## src/rtl/fifo_umbral_pkg.sv

```systemverilog
// Shared widths, depth and threshold field layout for the threshold FIFO.
package fifo_umbral_pkg;

   localparam int unsigned DATA_W_DEF = 6;
   localparam int unsigned ADDR_W_DEF = 3;
   localparam int unsigned DEPTH_DEF  = 2 ** ADDR_W_DEF;

   // umbrales_VCFC layout: upper nibble almost-full level, lower nibble almost-empty level
   localparam int unsigned THR_W  = 8;
   localparam int unsigned LVL_W  = 4;
   localparam int unsigned AF_MSB = 7;
   localparam int unsigned AF_LSB = 4;
   localparam int unsigned AE_MSB = 3;
   localparam int unsigned AE_LSB = 0;

   typedef struct packed {
      logic [LVL_W-1:0] af;
      logic [LVL_W-1:0] ae;
   } umbral_t;

   // Split the raw threshold byte into its two levels
   function automatic umbral_t unpack_umbral(input logic [THR_W-1:0] raw);
      umbral_t u;
      u.af = raw[AF_MSB:AF_LSB];
      u.ae = raw[AE_MSB:AE_LSB];
      return u;
   endfunction

endpackage

```

## src/rtl/fifo_umbral_mem_fifo.sv

```systemverilog
// Storage array for the threshold FIFO: synchronous write, address-indexed read.
module mem_fifo
   import fifo_umbral_pkg::*;
#(
   parameter int unsigned DATA_W = DATA_W_DEF,
   parameter int unsigned ADDR_W = ADDR_W_DEF
) (
   input  logic              clk,
   input  logic              wr_en,
   input  logic [ADDR_W-1:0] wr_addr,
   input  logic [DATA_W-1:0] wr_data,
   input  logic [ADDR_W-1:0] rd_addr,
   output logic [DATA_W-1:0] rd_data
);

   localparam int unsigned DEPTH = 2 ** ADDR_W;

   logic [DATA_W-1:0] mem [DEPTH];

   // Write port; contents are not reset, stale words are unreachable after reset
   always_ff @(posedge clk) begin
      if (wr_en) mem[wr_addr] <= wr_data;
   end

   assign rd_data = mem[rd_addr];

endmodule

```

## src/rtl/fifo_umbral.sv

```systemverilog
// Circular-buffer FIFO with programmable almost-full/almost-empty thresholds
// and a sticky overflow/underflow error flag.
module fifo_umbral
   import fifo_umbral_pkg::*;
#(
   parameter int unsigned DATA_W = DATA_W_DEF,
   parameter int unsigned ADDR_W = ADDR_W_DEF
) (
   input  logic              clk,
   input  logic              reset_L,
   input  logic [THR_W-1:0]  umbrales_VCFC,
   input  logic              push,
   input  logic [DATA_W-1:0] data_in,
   input  logic              pop,
   output logic [DATA_W-1:0] data_out,
   output logic              valid_out,
   output logic              FIFO_empty,
   output logic              FIFO_full,
   output logic              almost_empty,
   output logic              almost_full,
   output logic              FIFO_error,
   output logic [ADDR_W:0]   count
);

   localparam int unsigned DEPTH = 2 ** ADDR_W;
   localparam int unsigned CNT_W = ADDR_W + 1;

   logic [ADDR_W-1:0] wr_ptr;
   logic [ADDR_W-1:0] rd_ptr;
   logic [DATA_W-1:0] rd_data;
   umbral_t           thr;
   logic              pop_ok;
   logic              push_ok;
   logic              bad_req;

   // Accept logic: a pop frees a slot, so push on full succeeds when a pop is accepted
   always_comb begin
      pop_ok  = 1'b0;
      push_ok = 1'b0;
      bad_req = 1'b0;
      pop_ok  = pop && (count != '0);
      push_ok = push && ((count != CNT_W'(DEPTH)) || pop_ok);
      bad_req = (push && !push_ok) || (pop && !pop_ok);
   end

   // Pointers, occupancy, read data and sticky error
   always_ff @(posedge clk or negedge reset_L) begin
      if (!reset_L) begin
         wr_ptr     <= '0;
         rd_ptr     <= '0;
         count      <= '0;
         data_out   <= '0;
         valid_out  <= 1'b0;
         FIFO_error <= 1'b0;
      end else begin
         valid_out <= pop_ok;
         if (pop_ok) begin
            data_out <= rd_data;
            rd_ptr   <= rd_ptr + ADDR_W'(1);
         end
         if (push_ok) wr_ptr <= wr_ptr + ADDR_W'(1);
         if (push_ok && !pop_ok)      count <= count + CNT_W'(1);
         else if (pop_ok && !push_ok) count <= count - CNT_W'(1);
         if (bad_req) FIFO_error <= 1'b1;
      end
   end

   // Threshold capture, one cycle behind umbrales_VCFC
   always_ff @(posedge clk or negedge reset_L) begin
      if (!reset_L) thr <= '0;
      else          thr <= unpack_umbral(umbrales_VCFC);
   end

   // Status flags from live occupancy; a zero almost-full level never asserts
   always_comb begin
      FIFO_empty   = 1'b0;
      FIFO_full    = 1'b0;
      almost_empty = 1'b0;
      almost_full  = 1'b0;
      FIFO_empty   = (count == '0);
      FIFO_full    = (count == CNT_W'(DEPTH));
      almost_empty = (32'(count) <= 32'(thr.ae));
      almost_full  = (thr.af != '0) && (32'(count) >= 32'(thr.af));
   end

   mem_fifo #(
      .DATA_W (DATA_W),
      .ADDR_W (ADDR_W)
   ) u_mem (
      .clk     (clk),
      .wr_en   (push_ok),
      .wr_addr (wr_ptr),
      .wr_data (data_in),
      .rd_addr (rd_ptr),
      .rd_data (rd_data)
   );

endmodule
```

## config.mk

```make
export PLATFORM = sky130hd
export DESIGN_NAME = fifo_umbral
export DESIGN_NICKNAME = d
export VERILOG_FILES = /design/src/rtl/fifo_umbral_pkg.sv /design/src/rtl/fifo_umbral_mem_fifo.sv /design/src/rtl/fifo_umbral.sv
export SDC_FILE = /design/constraint.sdc
export NUM_CORES = 1
export LEC_CHECK = 0
export ABC_CLOCK_PERIOD_IN_PS = 2400
export CORE_ASPECT_RATIO = 1.75
export CORE_MARGIN = 2
export CORE_UTILIZATION = 50
export DETAILED_ROUTE_END_ITERATION = 7
export GPL_TIMING_DRIVEN = 0
export MAX_ROUTING_LAYER = met4
export PLACE_DENSITY = 0.82
export SETUP_SLACK_MARGIN = 0.05
export SLEW_MARGIN = 10
export SYNTH_ARGS = -nofsm -noshare
export SYNTH_HDL_FRONTEND = slang
export SYNTH_SLANG_ARGS = --single-unit
```

## constraint.sdc

```tcl
create_clock -name clk -period 2.4 [get_ports clk]
set_input_delay 0.48 -clock clk [delete_from_list [all_inputs] [get_ports clk]]
set_output_delay 0.48 -clock clk [all_outputs]
set_load 0.005 [all_outputs]
```

# [Yosys cells after proc, flatten, opt, wreduce, memory -nomap -nowiden]
# Memories as Yosys holds them, arrays and structs flattened. A register that Yosys moved wholly into a read port is not among the register bits.
# Index checks and enable logic that the tools add are counted.
[totals] regBits=20 input_bits=18 memories=1 ram_bits=48 wordCells=36
[memory_table] memory="u_mem.mem" depth=8 word_bits=6 rd=1 rd_ports_with_merged_regs=1 wr=1 line_no="fifo_umbral_mem_fifo.sv:18" rtl="logic [DATA_W-1:0] mem [DEPTH];"
[classes] mux=4 addsub=4 reduce_logical=16 eq_ne=2 order_cmp=2
[ops] op="$mux W4" count=2
[ops] op="$reduce_bool A4 Y1" count=2
[ops] op="$logic_and A1 B1 Y1" count=7
[ops] op="$add A3 B1 Y3 const B" count=2
[ops] op="$add A4 B1 Y4 const B" count=1
[ops] op="$eq A4 B4 Y1 const B" count=1
[ops] op="$ge A4 B4 Y1" count=1
[ops] op="$le A4 B4 Y1" count=1
[ops] op="$logic_not A4 Y1" count=1
[ops] op="$ne A4 B4 Y1 const B" count=1
[ops] op="$sub A4 B1 Y4 const B" count=1
[ops] op="$logic_not A1 Y1" count=3
[ops] op="$logic_or A1 B1 Y1" count=2
[ops] op="$mux W1" count=2
[ops] op="$reduce_bool A2 Y1" count=1

# [Depth between registers and ports, before layout]
[depth] depth_word=8 depth_mapped=10 ltp_nobuf=9

# [Modules after synthesis]
# A second synthesis with hierarchy kept.
[hier_totals] cells_unflattened=194 area_unflattened_um2=3131.8
[modules_own_cells] mod="mem_fifo" instances=1 cells_each=82 seq_area_each_um2=1441.4 area_per_inst_um2=1901.8
[modules_own_cells] mod="fifo_umbral" instances=1 cells_each=112 seq_area_each_um2=650.6 area_per_inst_um2=1229.9

# [Worst setup path before layout]
# OpenSTA, ideal clock, no wires.
[synth_timing] kind="reg2reg" start="register count[0]" end="register count[3]" arrival_time_ns=2.497 period_less_slack_ns=2.633 required_ns=2.264 path_buffers=1 stages_incl_launch_ff=10 setup_slack_ns=-0.233 cell_sequence="dfrtp_1 -> or3_4 -> o21ai_4 -> buf_6 -> ha_1 -> inv_1 -> ha_1 -> a21o_1 -> a2111oi_0 -> o31ai_1"
[synth_via] elab_chain_cells=7 elab_cells_between_ends=14
[synth_rtl] element="start, declared" line_no="fifo_umbral.sv:22" rtl="output logic [ADDR_W:0] count"
[synth_rtl] element="start signal, assigned" line_no="fifo_umbral.sv:62" rtl="if (push_ok && !pop_ok) count <= count + CNT_W'(1);"
[synth_rtl] element="start signal, assigned" line_no="fifo_umbral.sv:63" rtl="else if (pop_ok && !push_ok) count <= count - CNT_W'(1);"
[synth_rtl] element="parallel branches: the longest is 7 deep, another holds $sub A4 B1 Y4"
# Several ways; the timed one is not identified. The select of a mux whose other input is x is not followed.
# A chain may end at the register's enable or synchronous reset.

# [Final worst setup path]
[layout_timing] start="register count[1]" end="register count[3]"
# Same word-level chain as after synthesis.

==> flow_summary.yaml <==
route:
  routed_via_density: 5.29
  vias: 1873
  antenna_left: 0
  wl_per_cell_um: 18.4
  dr.first_iter.drc_count: 85
  drtPass1Iterations: 4
  drc: 0
  wl_um: 6530
synthesis:
  syn_nets: 246
  synth-seq-cells: 74
  synth_area_um2: 3180
  synth.top_cell.area_share: 0.453
  ys_warn_count: 0
  ys_types: 36
  synth.largest_area_cell: "edfxtp_1"
  synth_cells: 214
  ys_seq_area_frac: 0.657
  synth_area_leaders: "edfxtp_1, dfrtp_1, ha_1"
  syn_avg_cell_area_um2: 14.9
sta:
  worst_clock_skew_ns: 0.00975
  holdWs_ns: 0.122
  finalMaxSlewViolations: 0
  fmaxAchievable_ghz: 0.421
  setup_violations: 0
  post-route-period-util: 0.990
  min_period_ns: 2.38
  max_slew_margin: 0.463
  tightest_slew_ns: 0.799
  rsz0062_at_grt: "yes"
  hold_violations: 0
clock_tree:
  htreeDepth: 3
  cts.clk_slew.worst_paths_ns: 0.07
  clk_path_buf_depth: 2
  cts_sinks: 74
  clock_latency_ns: 0.35
  cts_tree: "done"
  cts_buffers: 9
  cts_root_buf: "clkbuf_8"
place:
  dp.cells: 327
  port_buffers: 33
  post_dp_cell_area_um2: 3670
  gp_congestion: 0.854
  dp_hpwl_um: 4470
floorplanning:
  pin_count: 34
  initial_core_util: 0.515
  die_x_um: 64.3
  rows: 38
  dieArea_um2: 7050
  die_y_um: 110
  core-area_um2: 6180
critical_path:
  endpoint_kind: "register"
  worst-setup-path-type: "register to register"
  crit_required_ns: 2.62
  cp_max_fo: 4
  r2r_cells: 10
  critPathLaunchType: "register"
  crit_arrival_ns: 2.60
global_routing:
  gr-usage-all-layers: 0.212
  use_met1: 0.195
  antenna_found_initial: 0
  grtUsageMet3: 0.0583
  grt_pass1_vias: 2053
  grt-ovfl-total: 0
  grt_busiest_layer: "met2"
  grt_use_met2: 0.387
  grt_pass1_wl_um: 10200
  grt_start_max_net_pins: 27
finish:
  layout_commonest_cell: "edfxtp_1"
  layout_common_cells: "edfxtp_1, clkdlybuf4s50_1, dfrtp_1, nand2_1"
  finalNetCount: 301
  n_fill_cell: 450
  area_growth_pct: 26.2
  fin_area_um2: 4020
  drive_gt1_frac: 0.248
  n_antenna_cell: 0
  fin_cells: 354
flow_run:
  drv_cap: 0
power:
  ir_drop_mv: 0.519
  powerDensity_nw_per_um2: 1220
  cellLeakagePower_nw: 1.55
worst_hold_path:
  hp-class: "primary input to async pin"
status:
  status: "finished, final reports clean"
-- final cells by class --
type	count	area [um^2]	area share
Multi-Input combinational cell	126	1110	0.276
Buffer	5	66.3	0.0165
Tap cell	80	100	0.0249
Inverter	9	38.8	0.00965
Timing Repair Buffer	44	400	0.0997
Clock inverter	6	81.3	0.0202
Clock buffer	10	128	0.0318
Sequential cell	74	2100	0.522
-- kinds of logic after synthesis --
family                     Yosys count  share of synthesized area
AOI/OAI and AO/OA                   33                     0.0782
xor gates and xnor gates             6                     0.0165
adders and majority gates           14                     0.0574
buffers and inverters               14                     0.0314
DFF                                 74                      0.657
muxes                               27                     0.0904
and+or+nand+nor                     46                     0.0688
-- metal layers --
| metal | vias to the layer above | share of wire |
|---|---|---|
| met3 | 15 | 0.037 |
| li1 | 902 | - |
| met1 | 905 | 0.36 |
| met5 | - | 0 |
| met4 | 0 | 0.037 |
| met2 | 51 | 0.56 |
-- sequential cells by signal (all words and copies together) (netlist names) --
signal      cells
FIFO_error      1
count           4
data_out        6
rd_ptr          3
thr             8
u_mem.mem      48
valid_out       1
wr_ptr          3
-- path summary, 6_finish.rpt --
| kind | from | end | slack [ns] |
|---|---|---|---|
| max reg2reg | count[1] | count[3] | 0.02 |
| min | reset_L | count[0] | 0.12 |
| min reg2reg | data_out[4] | data_out[4] | 0.49 |
| max | count[1] | count[3] | 0.02 |
| max in group asynchronous | reset_L | count[1] | 1.88 |
| min in group clk | data_out[4] | data_out[4] | 0.49 |
-- worst max-delay path, stage by stage (launching register included) --
cell	delay, ns
dfrtp_2	0.46
or3_4	0.41
o21ai_4	0.19
buf_6	0.13
ha_4	0.15
inv_6	0.04
ha_4	0.20
a21o_4	0.23
a21oi_4	0.12
mux2i_1	0.20
o31ai_1	0.09
-- report_power, final --
| part | leakage (nW) | switching, W | internal, W |
|---|---|---|---|
| combinational | 0.706 | 0.000928 | 0.00108 |
| sequential | 0.738 | 0.000217 | 0.00165 |
| clock | 0.105 | 0.000435 | 0.000578 |
| total | 1.55 | 0.00158 | 0.00331 |
-- synth_stat cells --
| library cell | n |
|---|---|
| dfrtp_1 | 26 |
| a211oi_1 | 1 |
| edfxtp_1 | 48 |
| ha_1 | 13 |
| o21ai_2 | 2 |
| buf_6 | 2 |
| o31ai_1 | 1 |
| o21ai_1 | 4 |
| a21oi_1 | 2 |
| buf_12 | 2 |
| xor2_1 | 1 |
| nor4_1 | 1 |
| mux2i_1 | 13 |
| nor2b_1 | 4 |
| and2_1 | 1 |
| nor2_1 | 9 |
| o21ai_4 | 1 |
| nand2_1 | 17 |
| inv_2 | 1 |
| nor3_1 | 7 |
| o22ai_1 | 6 |
| nand4_1 | 1 |
| a2111oi_0 | 1 |
| o21ai_0 | 3 |
| o21a_1 | 2 |
| a221o_1 | 6 |
| nand2b_1 | 5 |
| inv_1 | 8 |
| o21bai_1 | 1 |
| mux2_2 | 14 |
| fa_1 | 1 |
| clkbuf_1 | 1 |
| or3_4 | 1 |
| a21boi_2 | 1 |
| a21o_1 | 2 |
| xnor2_1 | 5 |
-- repair_timing --
item	4_1_cts	5_1_grt
hold buffers	0	0
endpoints found under the setup margin	18	5
pin swaps	3	8
buffers inserted	9	2
resized for setup	15	8
cloned	0	0
-- through the flow --
stage	total power [W]	setup TNS, ns	worst slack [ns]	utilization
finish	0.00489	0	0.0240	0.650
global route	0.00519	-0.0745	-0.0745	0.650
CTS	0.00482	-0.00137	-0.00137	0.644
detailed placement	0.00367	-7.99	-0.381	0.593
global placement	0.00358	-5.18	-0.302	0.593
floorplan	0.00303	-0.00495	-0.00495	-
(Power assumes the default switching activity.)
